### src/rtl/response_buffer_bridge.sv
`default_nettype none
// ============================================================================
// Module   : response_buffer_bridge
// Purpose  : Credit-gated response FIFO between a no-backpressure response
//            tree and a ready/valid master port.
// Revision : 1.0 - initial release
// ============================================================================
module response_buffer_bridge #(
  parameter int DATA_WIDTH = 32,
  parameter int AUX_WIDTH  = 8,
  parameter int DEPTH      = 4
) (
  input  logic                    clk,
  input  logic                    rst,
  input  logic                    req_valid_i,
  input  logic                    req_gnt_i,
  output logic                    req_stall_o,
  input  logic                    data_r_valid_i,
  input  logic [DATA_WIDTH-1:0]   data_r_rdata_i,
  input  logic                    data_r_opc_i,
  input  logic [AUX_WIDTH-1:0]    data_r_aux_i,
  output logic                    resp_valid_o,
  input  logic                    resp_ready_i,
  output logic [DATA_WIDTH-1:0]   resp_rdata_o,
  output logic                    resp_opc_o,
  output logic [AUX_WIDTH-1:0]    resp_aux_o,
  output logic [$clog2(DEPTH):0]  count_o,
  output logic                    overflow_o
);

  localparam int c_ADDR_W  = $clog2(DEPTH);
  localparam int c_CNT_W   = c_ADDR_W + 1;
  localparam int c_ENTRY_W = DATA_WIDTH + 1 + AUX_WIDTH;

  logic [c_ENTRY_W-1:0] r_mem [DEPTH];
  logic [c_ADDR_W-1:0]  r_wptr;
  logic [c_ADDR_W-1:0]  r_rptr;
  logic [c_CNT_W-1:0]   r_count;
  logic [c_CNT_W-1:0]   r_credits;
  logic                 r_overflow;

  logic w_accept;
  logic w_pop;
  logic w_full;
  logic w_push_ok;
  logic w_drop;

  assign req_stall_o = (r_credits == '0);
  assign w_accept    = req_valid_i & req_gnt_i & ~req_stall_o;
  assign resp_valid_o = (r_count != '0);
  assign w_pop       = resp_valid_o & resp_ready_i;
  assign w_full      = (r_count == c_CNT_W'(DEPTH));
  // A simultaneous pop frees the head slot, so a full FIFO can still take a push.
  assign w_push_ok   = data_r_valid_i & (~w_full | w_pop);
  assign w_drop      = data_r_valid_i & w_full & ~w_pop;

  always_ff @(posedge clk) begin
    if (rst) begin
      r_credits <= c_CNT_W'(DEPTH);
    end else if (w_accept && !w_pop) begin
      r_credits <= r_credits - c_CNT_W'(1);
    end else if (w_pop && !w_accept) begin
      r_credits <= r_credits + c_CNT_W'(1);
    end
  end

  always_ff @(posedge clk) begin
    if (rst) begin
      r_wptr     <= '0;
      r_rptr     <= '0;
      r_count    <= '0;
      r_overflow <= 1'b0;
    end else begin
      if (w_push_ok) begin
        r_wptr <= r_wptr + c_ADDR_W'(1);
      end
      if (w_pop) begin
        r_rptr <= r_rptr + c_ADDR_W'(1);
      end
      if (w_push_ok && !w_pop) begin
        r_count <= r_count + c_CNT_W'(1);
      end else if (w_pop && !w_push_ok) begin
        r_count <= r_count - c_CNT_W'(1);
      end
      if (w_drop) begin
        r_overflow <= 1'b1;
      end
    end
  end

  // Storage carries no reset; the head is only meaningful while resp_valid_o is high.
  always_ff @(posedge clk) begin
    if (w_push_ok && !rst) begin
      r_mem[r_wptr] <= {data_r_rdata_i, data_r_opc_i, data_r_aux_i};
    end
  end

  assign {resp_rdata_o, resp_opc_o, resp_aux_o} = r_mem[r_rptr];
  assign count_o    = r_count;
  assign overflow_o = r_overflow;

endmodule
`default_nettype wire

### config.mk
export PLATFORM = sky130hd
export DESIGN_NAME = response_buffer_bridge
export DESIGN_NICKNAME = d
export VERILOG_FILES = /design/src/rtl/response_buffer_bridge.sv
export SDC_FILE = /design/constraint.sdc
export NUM_CORES = 1
export LEC_CHECK = 0
export BUFFER_PORTS_ARGS = -buffer_cell sky130_fd_sc_hd__buf_4
export CAP_MARGIN = 20
export CORE_MARGIN = 3
export CORE_UTILIZATION = 55
export CTS_BUF_LIST = sky130_fd_sc_hd__clkbuf_4 sky130_fd_sc_hd__clkbuf_8 sky130_fd_sc_hd__clkbuf_16
export CTS_CLUSTER_DIAMETER = 60
export DETAILED_ROUTE_END_ITERATION = 16
export PLACE_DENSITY = 0.77
export SLEW_MARGIN = 20
export SYNTH_ARGS = -nofsm -noshare
export SYNTH_HDL_FRONTEND = slang
export SYNTH_SLANG_ARGS = --single-unit
### constraint.sdc
create_clock -name clk -period 6.23 [get_ports clk]
set_clock_uncertainty 0.15 [all_clocks]
set_input_delay 0.9345 -clock clk [delete_from_list [all_inputs] [get_ports clk]]
set_output_delay 0.9345 -clock clk [all_outputs]
set_load 0.01 [all_outputs]
==> results.py <==
metrics = {
    "status": {
        "status": "complete, no violations",
    },
    "cells_and_area": {
        "multi_input_area_mm2": 0.001340,
        "num_antenna_cells": 0,
        "seq_area_mm2": 0.005190,
        "fill_cells": 714,
        "layout.nets": 448,
        "area_growth_pct": 22.42,
        "fin_area_mm2": 0.008077,
        "layoutNonFillerInstCount": 549,
        "utilization_pct": 69.84,
        "drive_above_1_share_pct": 45.32,
    },
    "synth": {
        "avgSynthCellArea_um2": 22.99,
        "yosysTopAreaCell": "edfxtp_1",
        "synth_warnings": 0,
        "synth_top_cell_area_share_pct": 74.64,
        "synth_commonest_cells": "edfxtp_1, mux4_2, dfxtp_1",
        "syn_nets": 342,
        "yosysUniqueCellTypes": 28,
        "yosysSeqAreaShare_pct": 78.59,
        "synth_seq_cells": 177,
        "ys.flop_type": "edfxtp_1",
        "synth_cells": 287,
        "yosysMostFrequentCell": "edfxtp_1",
        "syn_area_mm2": 0.006598,
        "ys_top_cells_by_area": "edfxtp_1, mux4_2, dfxtp_1, ha_1, xor2_1",
        "synthArstFlopShare_pct": 0,
        "synth_edf_count": 164,
    },
    "floorplan": {
        "dieWidth_um": 115.5,
        "fp.dieArea_mm2": 0.01335,
        "rows": 39,
        "num_io_pins": 94,
        "core_area_mm2": 0.01156,
        "die-height_um": 115.5,
        "start_util_pct": 57.05,
    },
    "global_routing": {
        "overflow": 0,
        "grt_use_total_pct": 18.25,
        "grt_antenna_before_repair": 0,
        "grt_max_degree": 42,
        "grt_pass1_vias": 3254,
        "busiest_layer": "met2",
        "grt_use_met3_pct": 6.266,
        "use_met2_pct": 30.13,
        "grt_pass1_wl_um": 17510,
        "use_met1_pct": 22.71,
    },
    "cts": {
        "cts_tree": "yes",
        "cts-buffers-inserted": 17,
        "clock_path_buffers": 2,
        "clkSinkCount": 177,
        "clk_latency_ns": 0.41,
        "cts_resized": 0,
        "post_cts_buffers": 0,
        "clk_pin_slew_worst_paths_ns": 0.06,
        "cts_root_buffer": "clkbuf_16",
        "htreeDepth": 4,
        "cts_hold_buf": 0,
    },
    "sta": {
        "finalSetupTns_ns": 0,
        "fmax_mhz": 312.4,
        "hold_viol": 0,
        "slew_headroom_pct": 27.30,
        "final-setup-viol-count": 0,
        "tightest_slew_ns": 1.090,
        "rsz0062_at_grt": "false",
        "period_share_pct": 51.37,
        "min_period_ns": 3.201,
        "slew_viol_final": 0,
        "hold_ws_ns": 0.3423,
        "setup_slack_ns": 3.029,
    },
    "setup_path": {
        "cp.depth": 2,
        "start_kind": "flop",
        "cp.buffers_inverters": 1,
        "rr_worst_depth": 7,
        "end_kind": "output pin",
        "critPathMaxFanout": 41,
        "crit_required_ns": 5.15,
        "path_cells": "mux4_2, buf_4",
        "path_class": "flop to output pin",
        "crit_family": "flip-flops",
        "crit_arrival_ns": 2.12,
        "slowest_delay_ns": 0.89,
        "crit_path_top_delay_cell": "dfxtp_4",
    },
    "pwr": {
        "total_power_mw": 3.179,
        "intPower_mw": 2.414,
        "p_leak_nw": 2.786,
        "p_seq_share_pct": 47.3,
        "p_sw_mw": 0.7649,
        "ir_drop_mv": 0.3093,
        "power_frac_comb_pct": 20.0,
        "power_density_mw_per_mm2": 393.6,
        "clkPwrFrac_pct": 32.8,
        "swShare_pct": 24.06,
    },
    "place": {
        "pre_cts_ws_ns": 3.074,
        "placed_cell_area_mm2": 0.007478,
        "portBuffers": 93,
        "dp_hpwl_um": 6973,
        "finalWeightedCongestion": 0.7045,
        "place_inst": 517,
    },
    "run": {
        "drv_cap": 0,
    },
    "worst_hold_path": {
        "min_path_type": "flop to flop",
        "min_path_cells": 2,
    },
    "routing": {
        "wl_um": 11270,
        "wl_per_cell_um": 20.53,
        "first_pass_iters": 4,
        "via_per_inst": 5.638,
        "ant_nets": 0,
        "route.detailed.drc": 0,
        "drtIter0Drc": 226,
        "vias": 3095,
    },
}
logic make-up (layout without fill, tap and decap cells):
family | Yosys count | after routing | synth area share (%)
mux | 44 | 44 | 14.53
flops | 177 | 177 | 78.59
fa+ha+maj | 8 | 8 | 1.745
simple gates | 26 | 26 | 2.314
buf+inv | 19 | 138 | 1.403
xor+xnor | 6 | 6 | 0.7965
compound gates | 7 | 7 | 0.6258
metal layers:
metal	vias to the layer above	wire length [um]
li1	1395	-
met1	1584	4495
met2	103	5857
met3	13	755
met4	0	162
met5	-	0
tightest hold or removal path, cell delays in order (launching register included):
cell     delay, ns
dfxtp_1       0.34
a21oi_1       0.05
nor2_1        0.07
power by group through the flow:
stage / clock [mW] / sequential [mW] / combinational, mW
global route: 1.12 / 1.53 / 0.683
CTS: 1.06 / 1.51 / 0.645
detailed placement: 0 / 1.53 / 0.640
global placement: 0 / 1.53 / 0.624
floorplan: 0 / 1.44 / 0.454
finish: 1.04 / 1.50 / 0.634
state kept, by name, summed over array words and instances, names as in the netlist, named ones only:
register and count:
r_mem 164, count_o 3, r_credits 3, r_rptr 2, r_wptr 2, overflow_o 1
path summary, 6_finish.rpt:
path / slack [ns] / to / from
min reg2reg: 0.34 / overflow_o / overflow_o
max: 3.03 / resp_rdata_o[11] / flop
min: 0.34 / overflow_o / overflow_o
max reg2reg: 3.53 / r_credits[2] / count_o[0]
layout by cell type (no fill, tap or decap), drive strengths merged:
cell type  count
a21oi          3
clkinv         4
o31ai          1
fa             2
nor4b          1
clkbuf        26
nand2b         3
buf           99
xor2           6
dfxtp         13
mux4          41
o311ai         1
or3            2
ha             6
o21ai          2
or3b           1
nor2          12
nor3           2
nand2          1
mux2i          2
inv            7
edfxtp       164
mux2           1
bufinv         2
nor3b          4
layout make-up:
cell class                      instances  share of cell area [%]
Tap cell                              143                   2.215
Timing Repair Buffer                   99                   9.202
Inverter                                7                  0.3253
Clock inverter                          6                  0.9915
Sequential cell                       177                   64.26
Multi-Input combinational cell         91                   16.59
Clock buffer                           26                   6.414
Note: power is estimated with default switching activity, not from simulation.
